--- config.mk ---
export PLATFORM = sky130hd
export DESIGN_NAME = a25_copro15_ctrl
export DESIGN_NICKNAME = d
export VERILOG_FILES = /design/src/rtl/a25_copro15_ctrl_pkg.sv /design/src/rtl/a25_copro15_ctrl_fault_fifo.sv /design/src/rtl/a25_copro15_ctrl.sv
export SDC_FILE = /design/constraint.sdc
export NUM_CORES = 1
export LEC_CHECK = 0
export ABC_AREA = 1
export ABC_CLOCK_PERIOD_IN_PS = 3850
export BUFFER_PORTS_ARGS = -buffer_cell sky130_fd_sc_hd__buf_2
export CAP_MARGIN = 20
export CORE_MARGIN = 2
export CORE_UTILIZATION = 40
export DETAILED_ROUTE_END_ITERATION = 6
export PLACE_DENSITY = 0.65
export RECOVER_POWER = 100
export SYNTH_ARGS = -nofsm -noshare
export SYNTH_HDL_FRONTEND = slang
export SYNTH_SLANG_ARGS = --single-unit
--- constraint.sdc ---
create_clock -name i_clk -period 3.85 [get_ports i_clk]
set_input_delay 0.5775 -clock i_clk [delete_from_list [all_inputs] [get_ports i_clk]]
set_output_delay 0.5775 -clock i_clk [all_outputs]
set_load 0.05 [all_outputs]
--- src/rtl/a25_copro15_ctrl_pkg.sv ---
// Shared encodings for the Amber 25 CP15 control block: register numbers, ops, flush states, fault record.
// Latency: n/a (types and constants only).
// Backpressure: n/a.
package a25_copro15_ctrl_pkg;

  localparam logic [1:0] OP_MRC = 2'd1;
  localparam logic [1:0] OP_MCR = 2'd2;

  localparam logic [3:0] CRN_ID           = 4'd0;
  localparam logic [3:0] CRN_FLUSH        = 4'd1;
  localparam logic [3:0] CRN_CTRL         = 4'd2;
  localparam logic [3:0] CRN_CACHEABLE    = 4'd3;
  localparam logic [3:0] CRN_UPDATEABLE   = 4'd4;
  localparam logic [3:0] CRN_DISRUPTIVE   = 4'd5;
  localparam logic [3:0] CRN_FAULT_STATUS = 4'd6;
  localparam logic [3:0] CRN_FAULT_ADDR   = 4'd7;
  localparam logic [3:0] CRN_FAULT_POP    = 4'd8;
  localparam logic [3:0] CRN_FAULT_INFO   = 4'd9;

  typedef enum logic {
    FL_IDLE = 1'b0,
    FL_REQ  = 1'b1
  } flush_state_t;

  typedef struct packed {
    logic [7:0]  status;
    logic [31:0] address;
  } fault_t;

endpackage

--- src/rtl/a25_copro15_ctrl_fault_fifo.sv ---
// Generic FIFO holding fault records; head is combinational from storage and reads as 0 when empty.
// Latency: a pushed entry is visible at the head one cycle after the push.
// Backpressure: none upstream; a push into a full FIFO is dropped and sets a sticky overflow flag.
module a25_fault_fifo #(
  parameter int WIDTH = 40,
  parameter int DEPTH = 4
) (
  input  logic                     i_clk,
  input  logic                     i_rst_n,
  input  logic                     push_vld,
  input  logic [WIDTH-1:0]         push_dat,
  input  logic                     pop_vld,
  input  logic                     clr_overflow,
  output logic [WIDTH-1:0]         head_dat,
  output logic                     full,
  output logic                     empty,
  output logic [$clog2(DEPTH):0]   count,
  output logic                     overflow
);

  localparam int PTR_W = $clog2(DEPTH);
  localparam int CNT_W = PTR_W + 1;

  logic [WIDTH-1:0] mem [DEPTH];
  logic [PTR_W-1:0] wr_ptr;
  logic [PTR_W-1:0] rd_ptr;
  logic             do_push;
  logic             do_pop;

  assign empty    = (count == '0);
  assign full     = (count == CNT_W'(DEPTH));
  assign do_pop   = pop_vld && !empty;
  // A simultaneous pop frees the slot, so a push into a full FIFO still lands.
  assign do_push  = push_vld && (!full || do_pop);
  assign head_dat = empty ? '0 : mem[rd_ptr];

  always_ff @(posedge i_clk or negedge i_rst_n) begin
    if (!i_rst_n) begin
      wr_ptr   <= '0;
      rd_ptr   <= '0;
      count    <= '0;
      overflow <= 1'b0;
    end else begin
      if (do_push) wr_ptr <= wr_ptr + 1'b1;
      if (do_pop)  rd_ptr <= rd_ptr + 1'b1;
      case ({do_push, do_pop})
        2'b10:   count <= count + 1'b1;
        2'b01:   count <= count - 1'b1;
        default: count <= count;
      endcase
      if (push_vld && full && !do_pop) overflow <= 1'b1;
      else if (clr_overflow)           overflow <= 1'b0;
    end
  end

  always_ff @(posedge i_clk) begin
    if (do_push) mem[wr_ptr] <= push_dat;
  end

endmodule

--- src/rtl/a25_copro15_ctrl.sv ---
// CP15 control for Amber 25: cache/region registers, MRC/MCR access, region lookup, flush handshake, fault queue.
// Latency: reads and lookups 1 cycle; writes land at the next edge; flush_req rises 1 cycle after a command.
// Backpressure: i_access_stall freezes register, FIFO, read and lookup state; the flush handshake keeps running.
module a25_copro15_ctrl
  import a25_copro15_ctrl_pkg::*;
#(
  parameter logic [3:0]  COPRO_NUM    = 4'd15,
  parameter int          REGION_BITS  = 32,
  parameter int          REGION_SHIFT = 21,
  parameter int          FAULT_DEPTH  = 4,
  parameter logic [31:0] ID_VALUE     = 32'h4156_0301
) (
  input  logic        i_clk,
  input  logic        i_rst_n,
  input  logic        i_access_stall,
  input  logic [3:0]  i_copro_num,
  input  logic [3:0]  i_copro_crn,
  input  logic [1:0]  i_copro_operation,
  input  logic [31:0] i_copro_write_data,
  output logic [31:0] o_copro_read_data,
  input  logic        i_fault,
  input  logic [7:0]  i_fault_status,
  input  logic [31:0] i_fault_address,
  input  logic        i_access_valid,
  input  logic [31:0] i_access_address,
  output logic        o_access_cacheable,
  output logic        o_access_updateable,
  output logic        o_cache_enable,
  output logic        o_cache_flush_req,
  input  logic        i_cache_flush_ack,
  output logic        o_fault_pending
);

  localparam int IDX_W = (REGION_BITS > 1) ? $clog2(REGION_BITS) : 1;
  localparam int CNT_W = $clog2(FAULT_DEPTH) + 1;

  logic [2:0]             ctrl;
  logic [REGION_BITS-1:0] cacheable;
  logic [REGION_BITS-1:0] updateable;
  logic [REGION_BITS-1:0] disruptive;

  logic cp_vld;
  logic cp_wr;
  logic cp_rd;
  assign cp_vld = !i_access_stall && (i_copro_num == COPRO_NUM);
  assign cp_wr  = cp_vld && (i_copro_operation == OP_MCR);
  assign cp_rd  = cp_vld && (i_copro_operation == OP_MRC);

  // Region lookup: indices beyond the register width never hit.
  logic [31:0]      region_idx;
  logic [IDX_W-1:0] idx_lo;
  logic             idx_in_range;
  logic             lookup_vld;
  logic             hit_cacheable;
  logic             hit_updateable;
  logic             hit_disruptive;

  assign region_idx     = i_access_address >> REGION_SHIFT;
  assign idx_in_range   = (region_idx < 32'(REGION_BITS));
  assign idx_lo         = region_idx[IDX_W-1:0];
  assign lookup_vld     = i_access_valid && !i_access_stall;
  assign hit_cacheable  = idx_in_range && cacheable[idx_lo];
  assign hit_updateable = idx_in_range && updateable[idx_lo];
  assign hit_disruptive = idx_in_range && disruptive[idx_lo];

  logic flush_cmd;
  assign flush_cmd = (cp_wr && (i_copro_crn == CRN_FLUSH)) ||
                     (lookup_vld && ctrl[0] && hit_disruptive);

  // Fault queue.
  fault_t           fault_in;
  fault_t           fault_head;
  logic             fifo_full;
  logic             fifo_empty;
  logic [CNT_W-1:0] fifo_count;
  logic             fifo_overflow;
  logic [7:0]       count8;

  assign fault_in = '{status: i_fault_status, address: i_fault_address};
  assign count8   = 8'(fifo_count);

  a25_fault_fifo #(
    .WIDTH ($bits(fault_t)),
    .DEPTH (FAULT_DEPTH)
  ) u_fault_fifo (
    .i_clk        (i_clk),
    .i_rst_n      (i_rst_n),
    .push_vld     (i_fault && !i_access_stall),
    .push_dat     (fault_in),
    .pop_vld      (cp_wr && (i_copro_crn == CRN_FAULT_POP)),
    .clr_overflow (cp_wr && (i_copro_crn == CRN_FAULT_INFO)),
    .head_dat     (fault_head),
    .full         (fifo_full),
    .empty        (fifo_empty),
    .count        (fifo_count),
    .overflow     (fifo_overflow)
  );

  logic [31:0] rd_mux;
  always_comb begin
    rd_mux = '0;
    case (i_copro_crn)
      CRN_ID:           rd_mux = ID_VALUE;
      CRN_CTRL:         rd_mux = {29'd0, ctrl};
      CRN_CACHEABLE:    rd_mux = 32'(cacheable);
      CRN_UPDATEABLE:   rd_mux = 32'(updateable);
      CRN_DISRUPTIVE:   rd_mux = 32'(disruptive);
      CRN_FAULT_STATUS: rd_mux = {24'd0, fault_head.status};
      CRN_FAULT_ADDR:   rd_mux = fault_head.address;
      CRN_FAULT_INFO:   rd_mux = {fifo_overflow, 23'd0, count8};
      default:          rd_mux = '0;
    endcase
  end

  always_ff @(posedge i_clk or negedge i_rst_n) begin
    if (!i_rst_n) begin
      ctrl                <= '0;
      cacheable           <= '0;
      updateable          <= '0;
      disruptive          <= '0;
      o_copro_read_data   <= '0;
      o_access_cacheable  <= 1'b0;
      o_access_updateable <= 1'b0;
    end else begin
      if (cp_wr) begin
        case (i_copro_crn)
          CRN_CTRL:       ctrl       <= i_copro_write_data[2:0];
          CRN_CACHEABLE:  cacheable  <= i_copro_write_data[REGION_BITS-1:0];
          CRN_UPDATEABLE: updateable <= i_copro_write_data[REGION_BITS-1:0];
          CRN_DISRUPTIVE: disruptive <= i_copro_write_data[REGION_BITS-1:0];
          default: ;
        endcase
      end
      if (cp_rd) o_copro_read_data <= rd_mux;
      if (lookup_vld) begin
        o_access_cacheable  <= hit_cacheable;
        o_access_updateable <= hit_updateable;
      end
    end
  end

  // Flush handshake. An ack only counts while the request is up, which also
  // discards acks in IDLE and during the one-cycle drop between back-to-back flushes.
  flush_state_t flush_state;
  logic         flush_pending;

  always_ff @(posedge i_clk or negedge i_rst_n) begin
    if (!i_rst_n) begin
      flush_state       <= FL_IDLE;
      flush_pending     <= 1'b0;
      o_cache_flush_req <= 1'b0;
    end else begin
      case (flush_state)
        FL_IDLE: begin
          flush_pending <= 1'b0;
          if (flush_cmd) begin
            flush_state       <= FL_REQ;
            o_cache_flush_req <= 1'b1;
          end
        end
        FL_REQ: begin
          if (i_cache_flush_ack && o_cache_flush_req) begin
            o_cache_flush_req <= 1'b0;
            if (flush_pending) begin
              flush_pending <= flush_cmd;
            end else if (!flush_cmd) begin
              flush_state <= FL_IDLE;
            end
          end else begin
            o_cache_flush_req <= 1'b1;
            if (flush_cmd) flush_pending <= 1'b1;
          end
        end
        default: begin
          flush_state       <= FL_IDLE;
          flush_pending     <= 1'b0;
          o_cache_flush_req <= 1'b0;
        end
      endcase
    end
  end

  assign o_cache_enable  = ctrl[0];
  assign o_fault_pending = !fifo_empty;

endmodule

==> results_dict.tcl, run 1 <==
set metrics [dict create \
    drc 0 \
    grt_pass1_wl_um 53760 \
    dp_cells 1861 \
    cp.depth 9 \
    antenna_left 0 \
    required_ns 4.33 \
    synth_compound_gate_area_share 0.1447 \
    placed_area_um2 14570 \
    worst_pin_slew_ns 1.971 \
    syn_avg_cell_area_um2 10.05 \
    cts_setup_buffers 0 \
    layout_min_cycle_time_ns 2.843 \
    outcome "finished, violations left" \
    cts.sinks 304 \
    place.gp.congestion 0.8589 \
    io_buffers 135 \
    grt_usage 0.1942 \
    die_w_um 187.1 \
    synth_top_family_by_area "compound AO/OA/AOI/OAI gates" \
    synth_xor_area_frac 0.002614 \
    grt_max_degree 80 \
    cts_resized 0 \
    synth_adder_area_share 0.005228 \
    critical_path_buf_inv_count 3 \
    coreArea_um2 33280 \
    wirelength_um 34350 \
    synth_top_cell_area_share 0.3585 \
    syn_inst 1333 \
    antennaDiodeCount 0 \
    nets 1571 \
    critPathKind "primary input to flop" \
    worst_r2r_path_depth 6 \
    root_buffer "clkbuf_16" \
    cts_buffer_depth 3 \
    end_kind "flop" \
    rows 67 \
    setup_ws_ns 1.007 \
    hp-class "primary input to async pin" \
    drv_cap 3 \
    vias 10030 \
    start_util 0.4027 \
    synth.cell_area_um2 13400 \
    fin_util 0.4610 \
    arrival_ns 3.32 \
    synth.area.top_cells "edfxtp_1 (36%), dfrtp_1 (27%), o21ai_0 (6.8%)" \
    violations "capacitance limit, slew limit" \
    numCtsBuffers 31 \
    drt-initial-drc-count 850 \
    yosys_warnings 0 \
    dp_slack_ns 1.104 \
    pin_count 157 \
    routed_via_density 5.228 \
    synth_simple_gate_area_share 0.1426 \
    area_growth_pct 14.46 \
    final_hold_viol_count 0 \
    crit_fanout 28 \
    synth_seq_cells 304 \
    startpoint_type "primary input" \
    timing.final.max_slew_violations 139 \
    dr.pass1.iters 5 \
    overflow 0 \
    max_clock_freq_mhz 351.8 \
    synth_ff_type "edfxtp_1" \
    skew_ns 0.01455 \
    cts_tree "done" \
    antenna_found_initial 2 \
    final_area_um2 15340 \
    dp_hpwl_um 23210 \
    cp_common_cell "nor2_1" \
    p_leak_uw 0.006399 \
    finalNonFillerCells 1919 \
    crit_chain "buf_2 -> inv_1 -> nand3_1 -> nor2_1 -> nand2_4 -> nor2_1 -> buf_4 -> nor2_1 -> a21oi_1" \
    yosysTopAreaCell "edfxtp_1" \
    synth_edf_count 160 \
    syn_nets 1458 \
    crit_family "simple AND/OR/NAND/NOR gates" \
    relSlewSlack -0.3140 \
    clock_latency_ns 0.56 \
    rsz0062_at_grt "false" \
    ir_drop_mv 0.3527 \
    htreeDepth 1 \
    path_clk_slew_ns 0.06 \
    synthArstFlopShare 0.4737 \
    slowest_delay_ns 1.33 \
    synthTopCellsByCount "nand2_1 (239), o21ai_0 (181), edfxtp_1 (160)" \
    crit_slowest_cell "nor2_1" \
    setup_viol 0 \
    tns_ns 0 \
    synth_mux_area_frac 0.01932 \
    fin_crit_sh 0.7384 \
    yosysMostFrequentCell "nand2_1" \
    die-area_um2 34990 \
    detail_route.wl_per_cell_um 17.90 \
    grt_pass1_vias 9590 \
    die_h_um 187.1 \
    synthDistinctLibCells 40 \
    powerDensity_nw_per_um2 484.8 \
    drive_above_1_share 0.09585 \
    holdBufCountCts 0 \
    yosysSeqAreaShare 0.6273 \
]
worst paths after layout:
kind                            slack [ns]                    from               endpoint
min in group i_clk                    0.25  i_copro_write_data[17]         updateable[17]
max in group asynchronous             1.44                 i_rst_n  o_copro_read_data[12]
worst max register to register        1.07  u_fault_fifo.rd_ptr[0]  o_copro_read_data[30]
worst max-delay path                  1.01          i_access_stall          updateable[0]
worst min register to register        0.48   o_copro_read_data[10]  o_copro_read_data[10]
worst min-delay path                  0.01                 i_rst_n           cacheable[4]
cell usage in the layout (no fill, tap or decap), drive strengths merged, types with 11 or more instances in the layout:
cell,instances
nand2,243
o21ai,195
edfxtp,160
nor2,147
dfrtp,144
clkbuf,117
inv,115
buf,78
a21oi,70
nand3,62
o32ai,28
o22ai,24
mux2,23
clkinv,14
a21o,11
cells by family (layout without fill, tap and decap cells):
group | count (synthesis) | after routing
AO/OA/AOI/OAI | 345 | 345
XOR/XNOR | 4 | 4
adder cells (fa/ha/maj) | 5 | 5
multiplexers | 23 | 23
AND/OR/NAND/NOR | 462 | 462
buffers and inverters | 190 | 328
flip-flops | 304 | 304
metal layers:
layer,vias up,GRT usage,routed length [µm]
li1,4788,-,-
met1,4854,0.2697,15210
met2,325,0.3124,15960
met3,61,0.03696,2272
met4,4,0.05495,883
met5,-,0,24
stage by stage:
step / hold slack, ns / total power [µW]
after CTS: 0.04588 / 7533
after global routing: 0.06062 / 7736
after global placement: 0.4631 / 4704
after floorplan: 0.2819 / 4354
final: 0.01049 / 7438
after detailed placement: 0.4666 / 4723
power breakdown:
group / switching [µW] / internal [µW]
Sequential: 97.3 / 3700
Combinational: 587 / 234
Clock: 1200 / 1620
Total: 1880 / 5550
sequential cells by signal, indices dropped and copies added (netlist names):
signal,flops
u_fault_fifo.mem,160
cacheable,32
disruptive,32
o_copro_read_data,32
updateable,32
ctrl,3
u_fault_fifo.count,3
u_fault_fifo.rd_ptr,2
u_fault_fifo.wr_ptr,2
flush_pending,1
flush_state,1
o_access_cacheable,1
o_access_updateable,1
o_cache_flush_req,1
u_fault_fifo.overflow,1
layout make-up:
type | count | area [µm²]
multi-input combinational | 839 | 4179
inverter | 114 | 427.9
tap | 448 | 560.5
fill | 3117 | 17940
clock inverter | 19 | 145.1
clock buffer | 39 | 815.8
sequential | 304 | 8409
timing repair buffer | 156 | 803.3
(Power assumes the default switching activity.)
==> run 2: changes to the inputs <==
--- a/config.mk
+++ b/config.mk
@@ -6,7 +6,7 @@
 export NUM_CORES = 1
 export LEC_CHECK = 0
 export ABC_AREA = 1
-export ABC_CLOCK_PERIOD_IN_PS = 3850
+export ABC_CLOCK_PERIOD_IN_PS = 3000
 export BUFFER_PORTS_ARGS = -buffer_cell sky130_fd_sc_hd__buf_2
 export CAP_MARGIN = 20
 export CORE_MARGIN = 2
==> constraint.sdc (replaced) <==
create_clock -name i_clk -period 3 [get_ports i_clk]
set_input_delay 0.45 -clock i_clk [delete_from_list [all_inputs] [get_ports i_clk]]
set_output_delay 0.45 -clock i_clk [all_outputs]
set_load 0.05 [all_outputs]
==> results_dict.tcl, run 2 (synthesized netlist as in run 1, its figures left out) <==
set metrics [dict create \
    numCtsBuffers 31 \
    ir_drop_mv 0.3998 \
    p_leak_uw 0.006396 \
    timing.final.max_slew_violations 53 \
    rows 67 \
    die_h_um 187.1 \
    r2r-end "u_fault_fifo.mem[0][15]" \
    fillCellCount 3141 \
    fin_util 0.4619 \
    pin_count 157 \
    largest_reg_flops 160 \
    vias 10150 \
    grt_max_degree 82 \
    powerDensity_nw_per_um2 609.4 \
    die_w_um 187.1 \
    final_hold_viol_count 0 \
    critPathKind "primary input to flop" \
    io_buffers 135 \
    required_ns 3.47 \
    htreeDepth 1 \
    path_clk_slew_ns 0.06 \
    cts_tree "done" \
    finalNonFillerCells 1928 \
    layout_min_cycle_time_ns 2.452 \
    regMostFlops "u_fault_fifo.mem" \
    nets 1581 \
    cts_buffer_depth 3 \
    layout.cells.most_common "nand2_1" \
    coreArea_um2 33280 \
    relSlewSlack -0.08947 \
    startpoint "i_access_stall" \
    wirelength_um 34980 \
    grt_pass1_wl_um 54160 \
    max_clock_freq_mhz 407.8 \
    dr.pass1.iters 5 \
    drive_above_1_share 0.1001 \
    drc 0 \
    grt_pass1_vias 9846 \
    area_growth_pct 14.68 \
    overflow 0 \
    routed_via_density 5.262 \
    cts.sinks 304 \
    fin_crit_sh 0.8174 \
    placed_area_um2 14670 \
    startpoint_type "primary input" \
    detail_route.wl_per_cell_um 18.15 \
    drt-initial-drc-count 864 \
    antenna_found_initial 6 \
    endpoint "disruptive[0]" \
    worst_r2r_path_depth 7 \
    grt_usage 0.1969 \
    arrival_ns 2.92 \
    setup_viol 0 \
    place.gp.congestion 0.8406 \
    outcome "finished, violations left" \
    start_util 0.4027 \
    final_area_um2 15370 \
    drv_cap 2 \
    worst_pin_slew_ns 1.628 \
    dp_cells 1870 \
    end_kind "flop" \
    violations "capacitance limit, slew limit" \
    crit_fanout 28 \
    antenna_left 0 \
    rsz0062_at_grt "false" \
    r2r-start "u_fault_fifo.count[0]" \
    dp_hpwl_um 23580 \
    clock_latency_ns 0.55 \
    hp-class "primary input to flop" \
    root_buffer "clkbuf_16" \
    skew_ns 0.007639 \
    r2r_slack_ns 0.66 \
    die-area_um2 34990 \
    final_cell_mix "nand2_1 (242), o21ai_0 (189), edfxtp_1 (160), nor2_1 (144), dfrtp_1 (142)" \
]
run 2: area by class of cell:
type,instances,area [µm²],area share
clock inverter,19,91.34,0.005942
multi-input combinational,839,4175,0.2716
antenna,1,2.502,0.0001628
sequential,304,8411,0.5472
clock buffer,37,798.3,0.05193
tap,448,560.5,0.03647
inverter,114,427.9,0.02784
timing repair buffer,166,904.6,0.05885
run 2: worst min path at each step:
stage	to	start	cells after the start
detailed placement	updateable[4]	i_rst_n	1
floorplan	cacheable[0]	i_rst_n	0
finish	disruptive[30]	i_copro_write_data[30]	3
global placement	cacheable[4]	i_rst_n	1
global route	cacheable[27]	i_copro_write_data[27]	3
CTS	u_fault_fifo.mem[1][1]	i_fault_address[1]	1
run 2: timing repair:
item / 4_1_cts / 5_1_grt
hold buffers: 1 / 0
hold endpoints to repair: 52 / 0
setup buffers: 0 / 0
gates resized for setup: 0 / 0
run 2: power breakdown:
group | switching (µW) | internal, µW | total [µW]
clock network | 1550 | 1880 | 3430
logic | 762 | 307 | 1070
registers | 128 | 4740 | 4870
run 2: critical path: stages:
cell and delay, ns:
buf_2 0.10, inv_1 0.15, nand3_1 0.18, nor2_1 0.20, nand2_4 0.09, nor2_2 1.17
clkbuf_1 0.35, nor2_1 0.07, a21oi_1 0.12
run 2: per-stage QoR:
stage / power, µW / setup TNS, ns / hold slack, ns / setup slack [ns]
after floorplan: 5588 / -62.94 / 0.1544 / -0.3933
after global placement: 6046 / 0 / 0.4478 / 0.4402
after detailed placement: 6075 / 0 / 0.4532 / 0.3743
after CTS: 9497 / 0 / 0.08592 / 0.7885
after global routing: 9779 / 0 / 0.1374 / 0.3291
final: 9367 / 0 / 0.1409 / 0.5478
run 2: per-layer routing:
metal,up-vias,GRT usage,share of wire
li1,4819,-,-
met1,4896,0.2670,0.43
met2,353,0.3154,0.46
met3,68,0.04221,0.074
met4,10,0.06624,0.027
met5,-,0,0.0019
